==> src/rtl/audio_codec_pkg.sv <==
// Shared constants for the WM8731 init sequencer: register map,
// power-up command table and sequencer state encoding.
package audio_codec_pkg;

  localparam logic [6:0] R0_LLIN   = 7'h00;
  localparam logic [6:0] R1_RLIN   = 7'h01;
  localparam logic [6:0] R2_LHPOUT = 7'h02;
  localparam logic [6:0] R3_RHPOUT = 7'h03;
  localparam logic [6:0] R4_APANA  = 7'h04;
  localparam logic [6:0] R5_DPATH  = 7'h05;
  localparam logic [6:0] R6_PDOWN  = 7'h06;
  localparam logic [6:0] R7_DAIF   = 7'h07;
  localparam logic [6:0] R8_SRATE  = 7'h08;
  localparam logic [6:0] R9_ACTIVE = 7'h09;
  localparam logic [6:0] R15_RESET = 7'h0F;

  localparam int NUM_CMDS = 11;

  function automatic logic [15:0] cmd(
    input logic [6:0] r,
    input logic [8:0] d
  );
    return {r, d};
  endfunction

  localparam logic [15:0] INIT_TABLE [NUM_CMDS] = '{
    cmd(R15_RESET, 9'h000),
    cmd(R6_PDOWN,  9'h000),
    cmd(R0_LLIN,   9'h017),
    cmd(R1_RLIN,   9'h017),
    cmd(R2_LHPOUT, 9'h079),
    cmd(R3_RHPOUT, 9'h079),
    cmd(R4_APANA,  9'h012),
    cmd(R5_DPATH,  9'h000),
    cmd(R7_DAIF,   9'h00E),
    cmd(R8_SRATE,  9'h000),
    cmd(R9_ACTIVE, 9'h001)
  };

  typedef enum logic [2:0] {
    S_IDLE,
    S_LOAD,
    S_ISSUE,
    S_ACCEPT,
    S_XFER,
    S_GAP,
    S_DONE
  } state_t;

endpackage

==> src/rtl/audio_init_gap_timer.sv <==
// Down-counter that spaces consecutive I2C commands.
// load arms it with CYCLES; expired is high once it reaches zero.
module audio_init_gap_timer #(
  parameter int unsigned CYCLES = 500
) (
  input  logic clk,
  input  logic rst,
  input  logic load,
  output logic expired
);

  localparam int W = (CYCLES > 0) ? $clog2(CYCLES + 1) : 1;

  logic [W-1:0] cnt;

  // reload on request, otherwise count down and hold at zero
  always_ff @(posedge clk) begin
    if (rst)
      cnt <= '0;
    else if (load)
      cnt <= W'(CYCLES);
    else if (cnt != '0)
      cnt <= cnt - 1'b1;
  end

  assign expired = (cnt == '0);

endmodule

==> src/rtl/audio_codec_init_seq.sv <==
// WM8731 power-up sequencer and CPU/I2C arbiter.
// Optional: define AUDIO_INIT_RETRY_EN to re-issue no-acked table writes.
module audio_codec_init_seq
  import audio_codec_pkg::*;
#(
  parameter int unsigned SYSCLK     = 50,
  parameter int unsigned GAP_US     = 10,
  parameter logic [6:0]  CODEC_ID   = 7'h1A,
  parameter bit          AUTO_START = 1'b1
) (
  input  logic        clk,
  input  logic        rst,
  input  logic        start,
  input  logic        cpu_req,
  input  logic [6:0]  cpu_id,
  input  logic [15:0] cpu_wdata,
  output logic        cpu_pending,
  output logic        busy,
  output logic        done,
  output logic        error,
  output logic [3:0]  err_index,
  output logic        i2c_req,
  output logic        i2c_wen,
  output logic [6:0]  i2c_slave_addr,
  output logic [15:0] i2c_writedata,
  input  logic        i2c_ready,
  input  logic        i2c_noack_err
);

`ifdef AUDIO_INIT_RETRY_EN
  localparam logic [1:0] MAX_RETRY = 2'd3;
`else
  localparam logic [1:0] MAX_RETRY = 2'd0;
`endif

  localparam logic [3:0] LAST_IDX = 4'(NUM_CMDS - 1);

  state_t      state, state_d;
  logic        boot, boot_d;
  logic [3:0]  idx, idx_d;
  logic [1:0]  retry, retry_d;
  logic        nack, nack_d;
  logic        cpu_mode, mode_d;
  logic        slot_full, slot_full_d;
  logic [6:0]  slot_id, slot_id_d;
  logic [15:0] slot_data, slot_data_d;
  logic [6:0]  addr_d;
  logic [15:0] data_d;
  logic        done_d, error_d;
  logic [3:0]  eidx_d;
  logic        gap_load, gap_expired;

  audio_init_gap_timer #(
    .CYCLES (SYSCLK * GAP_US)
  ) u_gap (
    .clk     (clk),
    .rst     (rst),
    .load    (gap_load),
    .expired (gap_expired)
  );

  // state and datapath registers
  always_ff @(posedge clk) begin
    if (rst) begin
      state          <= S_IDLE;
      boot           <= AUTO_START;
      idx            <= '0;
      retry          <= '0;
      nack           <= 1'b0;
      cpu_mode       <= 1'b0;
      slot_full      <= 1'b0;
      slot_id        <= '0;
      slot_data      <= '0;
      i2c_slave_addr <= '0;
      i2c_writedata  <= '0;
      done           <= 1'b0;
      error          <= 1'b0;
      err_index      <= '0;
    end else begin
      state          <= state_d;
      boot           <= boot_d;
      idx            <= idx_d;
      retry          <= retry_d;
      nack           <= nack_d;
      cpu_mode       <= mode_d;
      slot_full      <= slot_full_d;
      slot_id        <= slot_id_d;
      slot_data      <= slot_data_d;
      i2c_slave_addr <= addr_d;
      i2c_writedata  <= data_d;
      done           <= done_d;
      error          <= error_d;
      err_index      <= eidx_d;
    end
  end

  // next-state, slot capture and command sequencing
  always_comb begin
    state_d     = state;
    boot_d      = boot;
    idx_d       = idx;
    retry_d     = retry;
    nack_d      = nack;
    mode_d      = cpu_mode;
    slot_full_d = slot_full;
    slot_id_d   = slot_id;
    slot_data_d = slot_data;
    addr_d      = i2c_slave_addr;
    data_d      = i2c_writedata;
    done_d      = done;
    error_d     = error;
    eidx_d      = err_index;
    gap_load    = 1'b0;
    i2c_req     = 1'b0;

    if (cpu_req && !slot_full) begin
      slot_full_d = 1'b1;
      slot_id_d   = cpu_id;
      slot_data_d = cpu_wdata;
    end

    unique case (state)
      S_IDLE, S_DONE: begin
        if (start || boot) begin
          boot_d  = 1'b0;
          idx_d   = '0;
          retry_d = '0;
          mode_d  = 1'b0;
          done_d  = 1'b0;
          error_d = 1'b0;
          eidx_d  = '0;
          state_d = S_LOAD;
        end else if (slot_full) begin
          mode_d  = 1'b1;
          addr_d  = slot_id;
          data_d  = slot_data;
          nack_d  = 1'b0;
          state_d = S_ISSUE;
        end
      end
      S_LOAD: begin
        addr_d  = CODEC_ID;
        data_d  = INIT_TABLE[idx];
        nack_d  = 1'b0;
        state_d = S_ISSUE;
      end
      S_ISSUE: begin
        if (i2c_ready) begin
          i2c_req = 1'b1;
          state_d = S_ACCEPT;
        end
      end
      S_ACCEPT: begin
        nack_d = nack | i2c_noack_err;
        if (!i2c_ready)
          state_d = S_XFER;
      end
      S_XFER: begin
        nack_d = nack | i2c_noack_err;
        if (i2c_ready) begin
          gap_load = 1'b1;
          state_d  = S_GAP;
        end
      end
      S_GAP: begin
        if (gap_expired) begin
          if (cpu_mode) begin
            slot_full_d = 1'b0;
            mode_d      = 1'b0;
            state_d     = done ? S_DONE : S_IDLE;
          end else if (nack && retry != MAX_RETRY) begin
            retry_d = retry + 1'b1;
            state_d = S_LOAD;
          end else begin
            if (nack && !error) begin
              error_d = 1'b1;
              eidx_d  = idx;
            end
            retry_d = '0;
            idx_d   = idx + 1'b1;
            if (idx == LAST_IDX) begin
              done_d  = 1'b1;
              state_d = S_DONE;
            end else begin
              state_d = S_LOAD;
            end
          end
        end
      end
      default: state_d = S_IDLE;
    endcase
  end

  assign i2c_wen     = i2c_req;
  assign cpu_pending = slot_full;
  assign busy        = !cpu_mode &&
                       (state inside {S_LOAD, S_ISSUE,
                                      S_ACCEPT, S_XFER,
                                      S_GAP});

endmodule

==> config.mk <==
export PLATFORM = sky130hd
export DESIGN_NAME = audio_codec_init_seq
export DESIGN_NICKNAME = d
export VERILOG_FILES = /design/src/rtl/audio_codec_pkg.sv /design/src/rtl/audio_init_gap_timer.sv /design/src/rtl/audio_codec_init_seq.sv
export SDC_FILE = /design/constraint.sdc
export NUM_CORES = 1
export LEC_CHECK = 0
export ABC_AREA = 1
export CAP_MARGIN = 20
export CELL_PAD_IN_SITES_DETAIL_PLACEMENT = 0
export CELL_PAD_IN_SITES_GLOBAL_PLACEMENT = 1
export CORE_MARGIN = 2
export CORE_UTILIZATION = 34
export DETAILED_ROUTE_END_ITERATION = 8
export PLACE_DENSITY = 0.79
export SYNTH_ARGS = -nofsm -noshare
export SYNTH_HDL_FRONTEND = slang
export SYNTH_SLANG_ARGS = --single-unit
==> constraint.sdc <==
create_clock -name clk -period 1.5 [get_ports clk]
set_input_delay 0.3 -clock clk [delete_from_list [all_inputs] [get_ports clk]]
set_output_delay 0.3 -clock clk [all_outputs]
set_load 0.01 [all_outputs]
After elaboration in Yosys (flattened, before gate mapping)
Memory sizes are Yosys's and may differ from the RTL's. Index checks and enable logic that the tools add are counted.

Register bits after elaboration: 74. Memory bits (read-only): 256. Bits of input ports: 29. Output and inout port bits: 33. Logic and storage cells: 132. Memories: 1.

Add/sub/neg operators: 3. Order comparisons: 1. Equal/unequal tests: 19. Multiplexer cells: 61. Bitwise gates (word level): 2. Reductions and logical operators: 29.

Memory list: (no name shown) (depth 16, bits a word 16, rd ports 1, clocked after memory_dff 0, wr ports 0, line audio_codec_init_seq.sv:143) `data_d = INIT_TABLE[idx];`.

Operator list (count): two-way mux 16 bit (4); two-way mux 4 bit (8); case mux 16 bit (2 select lines) (1); two-way mux 3 bit (10); inequality test 2 bit, second input constant (11); two-way mux 1 bit (21); two-way mux 9 bit (2); case mux 3 bit (6 select lines) (1); case mux 4 bit (2 select lines) (2); two-way mux 7 bit (2); case mux 7 bit (2 select lines) (1); AND reduction 6 bit (2); AND reduction 5 bit (2); == test 3 bit, second input constant (3); logical NOT 9 bit (1); AND reduction 3 bit (3); nonzero test 9 bit (1); subtractor 9 x 1 -> 9 bit, second input constant (1); two-way mux 2 bit (4); nonzero test 2 bit (4); == test 3 x 2 -> 1 bit, second input constant (2); case mux 1 bit (2 select lines) (3); OR reduction 2 bit (3); greater-or-equal comparator 5 bit, second input constant (1); 17 further kinds (22).

Depth between registers and ports, before layout
Word-level depth: 7. Gate-level depth with buffers: 12. Gate-level depth less buffers: 11.

Cells and area by module
Synthesis repeated with hierarchy kept, for this count alone.

Cell total of the unflattened synthesis: 481. Area, all modules: 3465.8 µm².

Modules (own cells, without submodules): audio_codec_init_seq (instances 1, cells an instance 415, area an instance 2981.6 µm²); audio_init_gap_timer (instances 1, cells an instance 66, area an instance 484.2 µm²).

Worst setup path before layout
OpenSTA, ideal clock, no wires.

Path type: reg-to-reg. Start point: register u_gap.cnt[0]. End point: register err_index[0]. Setup time: 0.132 ns. Arrival: 1.511 ns. Data required time: 1.368 ns. Path slack: -0.143 ns. Cell stages (with the launch flop): 10. Buffers on the path: 0. Period minus slack after synthesis: 1.643 ns. Cell sequence: dfxtp_1 inv_1 ha_1 nand2_1 nor2_1 nand3_2 o21bai_2 nand2_1 nand2_1 a21oi_1.

Word-level cells in the longest chain between the ends: 3.

Ends and longest elaborated chain: start: declaration (line audio_init_gap_timer.sv:14) `logic [W-1:0] cnt;`; start signal: assignment (line audio_init_gap_timer.sv:21) `cnt <= W'(CYCLES);`; start signal: assignment (line audio_init_gap_timer.sv:23) `cnt <= cnt - 1'b1;`; logical NOT 9 bit (line audio_init_gap_timer.sv:26) `assign expired = (cnt == '0);`; inequality test 2 bit (no line); AND reduction 6 bit (no line); end signal: assignment (line audio_codec_init_seq.sv:93) `err_index <= eidx_d;`; end: declaration (line audio_codec_init_seq.sv:21) `output logic [3:0] err_index,`.

No other way between the ends. A chain may end at the register's enable or synchronous reset.

Final worst setup path
Start point: register state[2]. End point: register idx[1].

Word-level cells in the longest chain between the ends: 4.

Ends and longest elaborated chain: start: declaration (line audio_codec_init_seq.sv:38) `state_t state, state_d;`; start signal: assignment (line audio_codec_init_seq.sv:80) `state <= state_d;`; == test 3 bit / logical NOT 3 bit (equally long branches) (line audio_codec_init_seq.sv:122) `unique case (state)`; OR reduction 2 bit (line audio_codec_init_seq.sv:122); inequality test 2 bit (no line) / nonzero test 2 bit (equally long branches); AND reduction 5 bit (no line); end signal: assignment (line audio_codec_init_seq.sv:82) `idx <= idx_d;`; end: declaration (line audio_codec_init_seq.sv:40) `logic [3:0] idx, idx_d;`.

Parallel ways exist; a longest one is shown, timed or not.

==> impl_metrics.toml <==
[synth]
synth_edf_count = 0
async_reset_ff_frac = 0
synth_common_cells = "nand2_1 (97), nor2_1 (91), dfxtp_1 (74)"
synth_top_area_frac = 0.418
ys_seq_area_frac = 0.418
yosysTopAreaCell = "dfxtp_1"
syn_inst = 505
yosys_warnings = 0
ys_ff_latch = 74
ys_types = 32
synthTopCellsByArea = "dfxtp_1 (42%), nand2_1 (10%), nor2_1 (9.6%), o21ai_0 (6.9%), a21oi_1 (5.7%)"
syn_area_per_cell_um2 = 7.01
netlist_area_um2 = 3540
syn-num-nets = 546
synth_top_flop_cell = "dfxtp_1"
yosysMostFrequentCell = "nand2_1"

[detailed_routing]
num_vias = 3664
via_per_inst = 4.75
dr.pass1.iters = 4
wl_um = 9950
ant_nets = 0
wl_per_cell_um = 12.9
drt_iter0_drc = 117
drcViolationCount = 0

[timing]
fmax_mhz = 658
finalHoldViolCount = 0
fin_ws_ns = -0.0205
slew_violations = 0
finalCriticalPeriod_ns = 1.52
tightest_slew_ns = 0.378
hold_ws_ns = 0.446
max_slew_margin = 0.748
fin_skew_ns = 0.00918
finalCritPeriodShare = 1.01
rsz0062_at_grt = "true"
finalSetupViolations = 2

[global_routing]
track_usage = 0.183
grt_pass1_wl_um = 16500
antenna_found_initial = 0
grt_max_degree = 30
grt_pass1_vias = 3569
grt_overflow = 0

[power]
p_switching_mw = 4.09
power_density_nw_per_um2 = 1850
swShare = 0.419
clock_power_share = 0.154
p_int_mw = 5.67
ir_worst_vdd_mv = 0.686
p_leak_nw = 2.41
p_total_mw = 9.76
seq_power_share = 0.279
pwr-share-comb = 0.568

[critical_path]
critPathLaunch = "state[2]"
rr_startpoint = "state[2]"
slowest_stage = "dfxtp_4"
cp-end-kind = "register"
critPathMaxFanout = 5
cp_num_buf_inv = 2
cpPeakStageDelay_ns = 0.38
worstPathArrival_ns = 1.74
required_ns = 1.72
path_cells = "inv_6, buf_6, nor2_4, nand2_4, nand2_4, nand3_1, nor2_4, nand2_1, nand2_1, nor2_1"
worstSetupPathType = "register to register"
cp_top_family = "simple AND/OR/NAND/NOR gates"
start_kind = "register"

[finish]
multi_input_area_um2 = 2030
stdcell_area_um2 = 5290
syn_to_final_growth_pct = 49.3
drive_above_1_share = 0.274
num-nets-final = 673
n_fill_cell = 1024
utilization = 0.517
seqCellArea_um2 = 1500
antenna_cells = 0

[placed_design]
hpwlAfterDp_um = 6960
numPortBuffers = 61
dp_slack_ns = -0.311
gp_congestion = 0.849
place_area_um2 = 4730

[outcome]
violations = "negative setup slack"
status = "finished, violations left"

[clock_tree]
cts_hold_buf = 0
insertion_delay_ns = 0.35
cts_buffers = 9
cts_buffer_depth = 2
cts_tree = "done"
clock-root-buffer = "clkbuf_8"
clkTransAtPathRegs_ns = 0.08
h-tree-depth = 3
clock_sinks = 74

[floorplan]
dieArea_um2 = 11200
core_um2 = 10200
ios = 62
core.rowCount = 37
chipWidth_um = 106
die_y_um = 106
start_util = 0.346

[hold_path]
hold_path.startpoint = "boot"
hp-class = "register to register"

[job]
max-cap-violations = 0
-- per-layer routing --
| metal | vias up | wire length (um) | global-route usage |
|---|---|---|---|
| met5 | - | 0 | 0 |
| met3 | 17 | 336 | 0.0258 |
| met1 | 1686 | 4650 | 0.234 |
| met4 | 0 | 206 | 0.0855 |
| li1 | 1888 | - | - |
| met2 | 73 | 4750 | 0.306 |
-- cell usage in the layout (no fill, tap or decap), types with 3 or more instances in the layout --
cell type / count
o21ai_0: 43
nand2_1: 77
clkbuf_8: 9
a21oi_1: 31
nand2_4: 9
clkdlybuf4s50_1: 28
buf_4: 65
ha_1: 10
inv_2: 5
nor2_2: 5
nor2_1: 83
inv_1: 34
buf_6: 8
dfxtp_1: 67
nand3_2: 6
nand3_1: 30
dlygate4sd2_1: 30
a21oi_2: 8
buf_12: 3
nand2_2: 16
nor2_4: 9
nor3_1: 5
buf_2: 3
dfxtp_2: 3
dfxtp_4: 4
nand4_1: 9
o21ai_1: 6
-- sequential cells by signal (all words and copies together), names as in the netlist --
signal / count
i2c_writedata: 16
slot_data: 16
u_gap.cnt: 9
i2c_slave_addr: 7
slot_id: 7
err_index: 4
idx: 4
state: 3
retry: 2
boot: 1
cpu_mode: 1
cpu_pending: 1
done: 1
error: 1
nack: 1
-- metrics by stage --
stage          TNS (ns)  instances
2_1_floorplan         0        505
3_3_place_gp     -10.52        741
3_5_place_dp     -10.72        741
4_1_cts         -0.0270        764
5_1_grt           -2.00        772
6_report        -0.0333        772
-- cell type report --
| type | count | area share |
|---|---|---|
| flip-flops and latches | 74 | 0.284 |
| well taps | 136 | 0.0322 |
| clock buffers | 10 | 0.0241 |
| repair buffers | 138 | 0.229 |
| inverters | 45 | 0.0355 |
| multi-input cells | 364 | 0.385 |
| clock inverters | 5 | 0.0107 |
-- worst register-to-register path: stages (launching register included) --
cell     delay, ns
dfxtp_4       0.38
inv_6         0.05
buf_6         0.12
nor2_4        0.13
nand2_4       0.10
nand2_4       0.11
nand3_1       0.13
nor2_4        0.19
nand2_1       0.08
nand2_1       0.06
nor2_1        0.04
-- repair_timing --
action / in CTS / in global routing
pin swaps: 16 / 24
resized for setup: 80 / 58
cloned: 1 / 0
endpoints found under the setup margin: 72 / 51
setup buffers: 7 / 8
-- cell families (layout without fill, tap and decap cells) --
group / count (synthesis) / in the layout / share of synthesized area
AND/OR/NAND/NOR: 251 / 251 / 0.302
AO/OA/AOI/OAI: 97 / 98 / 0.146
flip-flops: 74 / 74 / 0.418
buffers and inverters: 68 / 198 / 0.0834
adder cells (fa/ha/maj): 12 / 12 / 0.0424
XOR/XNOR: 3 / 3 / 0.00742
-- worst paths after layout --
| check | end | slack, ns | cells after the start |
|---|---|---|---|
| setup / recovery | idx[1] | -0.02 | 10 |
| hold reg to reg | boot | 0.45 | 2 |
| hold / removal | boot | 0.45 | 2 |
| setup reg to reg | idx[1] | -0.02 | 10 |
-- power groups by stage --
stage	sequential (mW)	clock [mW]	combinational, mW
5_1_grt	2.78	1.63	6.12
6_report	2.72	1.50	5.54
4_1_cts	2.69	1.55	5.10
2_1_floorplan	2.73	0	2.75
3_3_place_gp	2.70	0	4.71
3_5_place_dp	2.71	0	4.76
No activity file was read; power rests on OpenSTA's default activity.
